===== src/rtl/ysyx_210184_bus_arb_pkg.sv =====
// ysyx_210184_bus_arb_pkg: shared FSM state and bus-owner encodings, plus the default starvation limit for the bus arbiter.
package ysyx_210184_bus_arb_pkg;
  typedef enum logic [1:0] {
    S_IDLE = 2'd0,
    S_ADDR = 2'd1,
    S_RESP = 2'd2,
    S_DONE = 2'd3
  } state_t;
  typedef enum logic {
    OWN_IF = 1'b0,
    OWN_D  = 1'b1
  } owner_t;
  localparam int STARVE_MAX_DEF = 4;
endpackage


===== src/rtl/ysyx_210184_bus_arb.sv =====
// ysyx_210184_bus_arb: data-priority fetch/data bus arbiter with fetch starvation guard; ports if_* fetch side, d_* data side, bus_* shared bus.
module ysyx_210184_bus_arb
  import ysyx_210184_bus_arb_pkg::*;
#(
  parameter int ADDR_W     = 64,
  parameter int DATA_W     = 64,
  parameter int STARVE_MAX = STARVE_MAX_DEF
) (
  input  logic                clk,
  input  logic                rst,
  input  logic                if_req_i,
  input  logic [ADDR_W-1:0]   if_addr_i,
  input  logic                if_kill_i,
  output logic [31:0]         if_rdata_o,
  output logic                if_done_o,
  output logic                if_stall_o,
  input  logic                d_req_i,
  input  logic                d_we_i,
  input  logic [ADDR_W-1:0]   d_addr_i,
  input  logic [DATA_W-1:0]   d_wdata_i,
  input  logic [DATA_W/8-1:0] d_wstrb_i,
  output logic [DATA_W-1:0]   d_rdata_o,
  output logic                d_done_o,
  output logic                d_stall_o,
  output logic                bus_valid_o,
  input  logic                bus_ready_i,
  output logic                bus_we_o,
  output logic [ADDR_W-1:0]   bus_addr_o,
  output logic [DATA_W-1:0]   bus_wdata_o,
  output logic [DATA_W/8-1:0] bus_wstrb_o,
  input  logic                bus_rvalid_i,
  input  logic [DATA_W-1:0]   bus_rdata_i
);
  localparam int CW = $clog2(STARVE_MAX + 1);
  localparam logic [CW-1:0] SMAX = CW'(STARVE_MAX);
  state_t state, state_n;
  owner_t owner;
  logic drop;
  logic [CW-1:0] starve_cnt;
  logic [DATA_W-1:0] rdata;
  logic f_cand, grant, grant_d;
  assign f_cand  = if_req_i & ~if_kill_i;
  assign grant   = f_cand | d_req_i;
  assign grant_d = d_req_i & ~(f_cand & (starve_cnt == SMAX));
  assign if_rdata_o = bus_addr_o[2] ? rdata[63:32] : rdata[31:0];
  assign d_rdata_o  = rdata;
  always_comb begin
    state_n = state == S_IDLE ? (grant ? S_ADDR : S_IDLE)
            : state == S_ADDR ? (bus_ready_i ? S_RESP : S_ADDR)
            : state == S_RESP ? (bus_rvalid_i ? S_DONE : S_RESP)
            : S_IDLE;
    d_done_o   = state == S_DONE && owner == OWN_D;
    if_done_o  = state == S_DONE && owner == OWN_IF && !drop && !if_kill_i;
    if_stall_o = if_req_i & ~if_done_o & ~if_kill_i;
    d_stall_o  = d_req_i & ~d_done_o;
  end
  always_ff @(posedge clk) begin
    if (rst) begin
      state       <= S_IDLE;
      owner       <= OWN_IF;
      drop        <= 1'b0;
      starve_cnt  <= '0;
      rdata       <= '0;
      bus_valid_o <= 1'b0;
      bus_we_o    <= 1'b0;
      bus_addr_o  <= '0;
      bus_wdata_o <= '0;
      bus_wstrb_o <= '0;
    end else begin
      state       <= state_n;
      bus_valid_o <= state_n == S_ADDR;
      if (state == S_IDLE && grant) begin
        owner       <= grant_d ? OWN_D : OWN_IF;
        bus_we_o    <= grant_d & d_we_i;
        bus_addr_o  <= grant_d ? d_addr_i : if_addr_i;
        bus_wdata_o <= grant_d ? d_wdata_i : '0;
        bus_wstrb_o <= grant_d ? d_wstrb_i : '0;
        drop        <= 1'b0;
        starve_cnt  <= !grant_d ? '0
                     : (f_cand && starve_cnt != SMAX) ? starve_cnt + 1'b1
                     : starve_cnt;
      end
      // a killed fetch still finishes its bus handshake; only its done pulse is dropped
      if ((state == S_ADDR || state == S_RESP) && owner == OWN_IF && if_kill_i) drop <= 1'b1;
      if (state == S_RESP && bus_rvalid_i) rdata <= bus_rdata_i;
    end
  end
endmodule


===== config.mk =====
export PLATFORM = sky130hd
export DESIGN_NAME = ysyx_210184_bus_arb
export DESIGN_NICKNAME = d
export VERILOG_FILES = /design/src/rtl/ysyx_210184_bus_arb_pkg.sv /design/src/rtl/ysyx_210184_bus_arb.sv
export SDC_FILE = /design/constraint.sdc
export NUM_CORES = 1
export LEC_CHECK = 0
export CAP_MARGIN = 20
export CELL_PAD_IN_SITES_DETAIL_PLACEMENT = 2
export CELL_PAD_IN_SITES_GLOBAL_PLACEMENT = 2
export CORE_MARGIN = 2
export CORE_UTILIZATION = 22
export CTS_BUF_LIST = sky130_fd_sc_hd__clkbuf_4 sky130_fd_sc_hd__clkbuf_8 sky130_fd_sc_hd__clkbuf_16
export DETAILED_ROUTE_END_ITERATION = 8
export PLACE_DENSITY = 0.86
export SLEW_MARGIN = 20
export SYNTH_ARGS = -nofsm -noshare
export SYNTH_HDL_FRONTEND = slang
export SYNTH_SLANG_ARGS = --single-unit
export TNS_END_PERCENT = 1

===== constraint.sdc =====
create_clock -name clk -period 4.5 [get_ports clk]
set_clock_uncertainty 0.05 [all_clocks]
set_input_delay 0.9 -clock clk [delete_from_list [all_inputs] [get_ports clk]]
set_output_delay 0.9 -clock clk [all_outputs]
set_load 0.005 [all_outputs]

==> results of run 1 <==
## logic make-up after synthesis
family                     after synthesis  synth area share, %
AOI/OAI and AO/OA                      275                24.86
buffers and inverters                   91                5.928
muxes                                   34                4.374
and+or+nand+nor                        357                15.86
DFF                                    209                48.12
adders and majority gates                6               0.8633
## worst paths after layout
| path | end | cells past startpoint | from | slack [ps] |
|---|---|---|---|---|
| max | if_stall_o | 4 | if_req_i | 1040 |
| min | d_rdata_o[37] | 2 | d_rdata_o[37] | 430 |
| max reg2reg | bus_wdata_o[15] | 6 | state[0] | 2200 |
| min reg2reg | d_rdata_o[37] | 2 | d_rdata_o[37] | 430 |
## final cells by class
type                       count  area (um2)
multi-input combinational    672        4013
tap                          518       648.1
sequential                   209        4184
inverter                       5       18.77
antenna                        2       5.005
timing repair buffer         524        5286
clock buffer                  43       858.3
fill                        4219       23750
clock inverter                 6       61.31
## worst min-delay path, cell delays in order (launching register included)
cell     delay (ps)
dfxtp_1         320
nand2_1          60
a21oi_1          50
## registers in the layout (all words and copies together), names as in the netlist, 2 cells and up
| signal | count |
|---|---|
| starve_cnt | 3 |
| state | 2 |
| d_rdata_o | 64 |
| bus_wstrb_o | 8 |
| bus_wdata_o | 64 |
| bus_addr_o | 64 |
## cell usage after synthesis
master	number	share of area, %
mux2_2	32	4.1
and2_1	2	0.14
nand4b_1	1	0.10
o21a_1	1	0.086
nor3b_1	1	0.086
buf_2	34	2.0
buf_4	10	0.86
nand2_1	200	8.6
dfxtp_1	209	48
ha_1	6	0.86
and3_1	1	0.072
nand4_1	1	0.072
clkbuf_1	30	1.3
and2_4	1	0.10
clkbuf_2	1	0.057
a21boi_0	1	0.086
buf_1	5	0.22
nor2_1	144	6.2
a21oi_2	49	4.9
a211oi_1	14	1.2
a22oi_1	73	6.3
buf_8	1	0.17
buf_12	5	1.2
nor2b_2	1	0.10
inv_1	5	0.22
nor2b_1	1	0.072
a211oi_2	50	7.2
o21ai_2	1	0.10
a21oi_1	85	4.9
or3_1	2	0.14
nor3_1	2	0.12
mux2i_1	2	0.23
o21ai_0	1	0.057
## per-layer routing
| metal | up-vias | track usage [%] |
|---|---|---|
| met3 | 96 | 6.629 |
| met5 | - | 0 |
| met2 | 358 | 35.58 |
| met1 | 4477 | 20.75 |
| li1 | 4281 | - |
| met4 | 2 | 8.081 |
## stage by stage
stage | std cells | setup slack, ps | hold WS (ps) | instance area [um2]
3_3_place_gp | 1928 | 1089 | 403.8 | 14150
3_5_place_dp | 1928 | 1045 | 423.2 | 14150
2_1_floorplan | 972 | 2226 | 403.0 | 8696
4_1_cts | 1977 | 1040 | 429.5 | 15070
6_report | 1979 | 1044 | 427.1 | 15070
5_1_grt | 1979 | 994.0 | 454.1 | 15070
## power groups by stage
stage	clock (mW)	sequential, mW	combinational [mW]
after floorplan	0	2.06	0.383
after global placement	0	2.05	0.933
after detailed placement	0	2.06	0.963
after CTS	2.30	2.02	0.976
after global routing	2.38	2.03	1.04
final	2.23	2.02	0.957
==> impl_metrics.ini, run 1 <==
[worst_setup_path]
worst-endpoint-required_ps = 3550
slowest_delay_ps = 570
cp_data_arrival_time_ps = 2510
timing.setup.critical_path_class = primary input to output port
worst-path-max-fanout = 5
crit_path_frequent_cell = clkdlybuf4s50_1
critical_path.slowest_cell = clkdlybuf4s50_1
start_kind = primary input
critical-path-top-delay-family = buffers and inverters
worst_setup_path_end_kind = output port
path_buf_inv = 2
worstPathCellList = clkdlybuf4s50_1, nor2b_2, a21boi_0, clkdlybuf4s50_1

[layout]
finalCoreUtilization_pct = 38.82
flow.area_growth_from_synthesis_pct = 73.35
layout.cells.most_common_list = 508 x clkdlybuf4s50_1, 209 x dfxtp_1, 198 x nand2_1, 144 x nor2_1, 85 x a21oi_1
final_common_cell = clkdlybuf4s50_1
nets = 1717
layout-drive-gt1-share_pct = 13.98

[drt]
detail_route.wl_per_cell_um = 21.16
m1WireLength_mm = 15.78
drt_drc_violations_left = 0
wirelength_mm = 41.87
drt_iter0_markers = 288
wl_met3_mm = 3.283
final_antenna_net_count = 0
vias_per_cell = 4.656
vias = 9214
wl_met2_mm = 20.97
topRoutingLayerUsed = met5
drt-pass1-iter-count = 4

[clock_tree]
hold_buffers = 0
postCtsSetupBuffers = 0
post_cts_resize_count = 0
clkLatencyLatePin_ps = 550
ctsLongestPathBuffers = 3
htreeDepth = 1
cts.sink_count = 209
clock_pin_slew_reported_for_the_worst_setup_and_hold_paths_after_clock_tree_synthesis_ps = 50
numCtsBuffers = 27
cts_root_buffer = clkbuf_16
tritoncts = built

[synthesis]
postSynthNetCount = 1250
number_of_unique_standard_cell_types_used_by_synthesis = 33
synth_seq_area_share_pct = 48.12
netlist_instances = 972
synth_area_per_cell_um2 = 8.946
yosys_warnings = 0
mapped_cell_area_mm2 = 0.008696
synth.ff_latch_count = 209

[sta]
grt_setup_unrepaired = no
number_of_endpoints_failing_setup_at_the_final_stage = 0
clock.fmax_ghz = 0.2894
max_slew.worst_pin.slew_ps = 928.4
timing.final.max_slew_violations = 0
finalCritPeriodShare_pct = 76.80
tns_ps = 0
worst_slew_margin_rel_pct = 37.87
timing.final.crit_period_ps = 3456
finalHoldViolations = 0

[power_and_ir_drop]
power.density_mw_per_mm2 = 345.8
intPower_mw = 3.849
total_power_mw = 5.213
switching_part_of_the_total_power_pct = 26.16
power.share.combinational_pct = 18.4
irDropWorstVdd_mv = 0.2365
power.switching_mw = 1.364
power_share_of_the_clock_group_pct = 42.8
static_leakage_nw = 5.396
pwr-share-seq_pct = 38.8

[global_routing]
globalRouteTotalUtil_pct = 19.63
antenna_violations_before_repair = 3
grt_pass1_vias = 10645
grt_first_pass_wirelength_mm = 63.07
pin_count_of_the_biggest_net_entering_global_routing = 119
grt.overflow.total = 0

[floorplanning]
i_o_pin_cnt = 510
floorplan.die_area_mm2 = 0.04113
die_h_um = 202.8
design.core.area_mm2 = 0.03883
fp.dieW_um = 202.8
start_util_pct = 22.40
placement_rows = 72

[place]
io_buffers = 509
gp_congestion = 0.8193
detailed_place_hpwl_mm = 30.36

[min_path]
holdCritPathClass = register to register

[run]
max_cap_viol_count = 0

[status]
outcome = completed
No activity file was read; power rests on OpenSTA's default activity.
==> run 2, diff against run 1 <==
- CORE_UTILIZATION: 22 -> 20
- PLACE_DENSITY: 0.86 -> 0.79
- clock period: 4.5 -> 3.6 ns (I/O delays scaled with it)
==> run 2 against run 1 <==
  * Worst hold slack barely moved
  * Global-route usage fell by 2.2 points
  * Highest routed layer is now met4
  * Cell area rose by 0.67%
  * Critical path depth did not move
  * Largest cell class unchanged
  * Clock-buffer cell count fell by 3
  * Sequential cell count did not move
  * First-iteration DRC count fell by 12%
  * Core utilization fell by 3.5 points
  * Sequential power rose by 25%
  * Register-to-register slack got worse by 660 ps
  * Clock power rose by 17%
==> impl_metrics.ini, run 2 (synthesized netlist as in run 1, its figures left out) <==
[status]
outcome = completed

[layout]
nets = 1719
layout.cells.most_common_list = 508 x clkdlybuf4s50_1, 208 x dfxtp_1, 198 x nand2_1, 144 x nor2_1, 85 x a21oi_1
seq_area_mm2 = 0.004185
final_common_cell = clkdlybuf4s50_1
flow.area_growth_from_synthesis_pct = 74.52
area_occupied_by_multi_input_gates_mm2 = 0.004013
layout-drive-gt1-share_pct = 14.17
finalNonFillerCells = 2047
fillCellCount = 4770

[clock_tree]
htreeDepth = 1
tritoncts = built
cts_root_buffer = clkbuf_16
postCtsSetupBuffers = 0
clkLatencyLatePin_ps = 550
numCtsBuffers = 26
hold_buffers = 0
cts.sink_count = 209
post_cts_resize_count = 0
ctsLongestPathBuffers = 3
clock_pin_slew_reported_for_the_worst_setup_and_hold_paths_after_clock_tree_synthesis_ps = 60

[floorplanning]
start_util_pct = 20.23
die_h_um = 212.5
design.core.area_mm2 = 0.04298
i_o_pin_cnt = 510
placement_rows = 76
fp.dieW_um = 212.5
floorplan.die_area_mm2 = 0.04516

[worst_setup_path]
timing.setup.critical_path_class = primary input to output port
worst-endpoint-required_ps = 2830
start_kind = primary input
cp_data_arrival_time_ps = 2340
worst-path-max-fanout = 5
worst_setup_path_end_kind = output port

[sta]
finalHoldViolations = 0
grt_setup_unrepaired = no
max_slew.worst_pin.slew_ps = 758.4
timing.final.max_slew_violations = 0
number_of_endpoints_failing_setup_at_the_final_stage = 0
finalCritPeriodShare_pct = 86.45
worst_slew_margin_rel_pct = 49.44
timing.final.crit_period_ps = 3112
clock.fmax_ghz = 0.3213
tns_ps = 0

[drt]
final_antenna_net_count = 0
drt_iter0_markers = 253
wirelength_mm = 41.27
detail_route.wl_per_cell_um = 20.16
vias = 9071
drt-pass1-iter-count = 4
drt_drc_violations_left = 0
vias_per_cell = 4.431

[power_and_ir_drop]
power.density_mw_per_mm2 = 417.3
static_leakage_nw = 5.403
irDropWorstVdd_mv = 0.3346

[place]
io_buffers = 509
dp.cells = 1998
gp_congestion = 0.7621
detailed_place_hpwl_mm = 30.27

[global_routing]
antenna_violations_before_repair = 0
pin_count_of_the_biggest_net_entering_global_routing = 68
grt.overflow.total = 0
grt_first_pass_wirelength_mm = 60.80
grt_pass1_vias = 10154
globalRouteTotalUtil_pct = 17.43

[min_path]
holdCritPathClass = register to register

[run]
max_cap_viol_count = 0
==> run 2: where the power goes <==
group / switching, mW / internal, mW / total (mW) / leakage [nW]
Sequential: 0.0870 / 2.45 / 2.53 / 1.71
Clock: 1.07 / 1.53 / 2.60 / 0.433
Combinational: 0.520 / 0.677 / 1.20 / 3.26
Total: 1.68 / 4.65 / 6.33 / 5.40
==> run 2: worst max-delay path, cell delays in order <==
cell and delay (ps):
clkdlybuf4s50_1 480, nor2b_2 300, a21boi_0 280, clkdlybuf4s50_1 560
==> run 2: layer usage <==
metal / share of wire [%] / wire length, um / GRT usage [%]
met3: 9.4 / 3878 / 6.898
met4: 2.4 / 992 / 4.775
met5: 0 / 0 / 0
met1: 37 / 15310 / 18.56
met2: 51 / 21090 / 31.74
==> run 2: final timing paths <==
check	start	end	slack (ps)	cells past startpoint
hold / removal	d_rdata_o[15]	d_rdata_o[15]	430	2
setup reg to reg	state[0]	bus_wdata_o[6]	1540	6
setup / recovery	if_req_i	if_stall_o	490	4
hold reg to reg	d_rdata_o[15]	d_rdata_o[15]	430	2
==> run 2: metrics by stage <==
step                util (%)  power, mW  hold WS [ps]  worst slack (ps)  cell area [um2]
finish                 35.31      6.333         426.8             487.9            15180
global route           35.30      6.647         452.6             398.7            15170
CTS                    35.30      6.472         427.3             464.5            15170
detailed placement     33.32      3.790         418.2             535.6            14320
global placement       33.32      3.747         402.8             490.2            14320
floorplan                  -      3.051         403.0              1686             8696
==> run 2: final cells by class <==
class	count	area share, %
Inverter	5	0.1237
Timing Repair Buffer	527	35.39
Clock inverter	8	0.3545
Multi-Input combinational cell	672	26.44
Antenna cell	1	0.01649
Tap cell	585	4.823
Sequential cell	209	27.58
Clock buffer	40	5.268
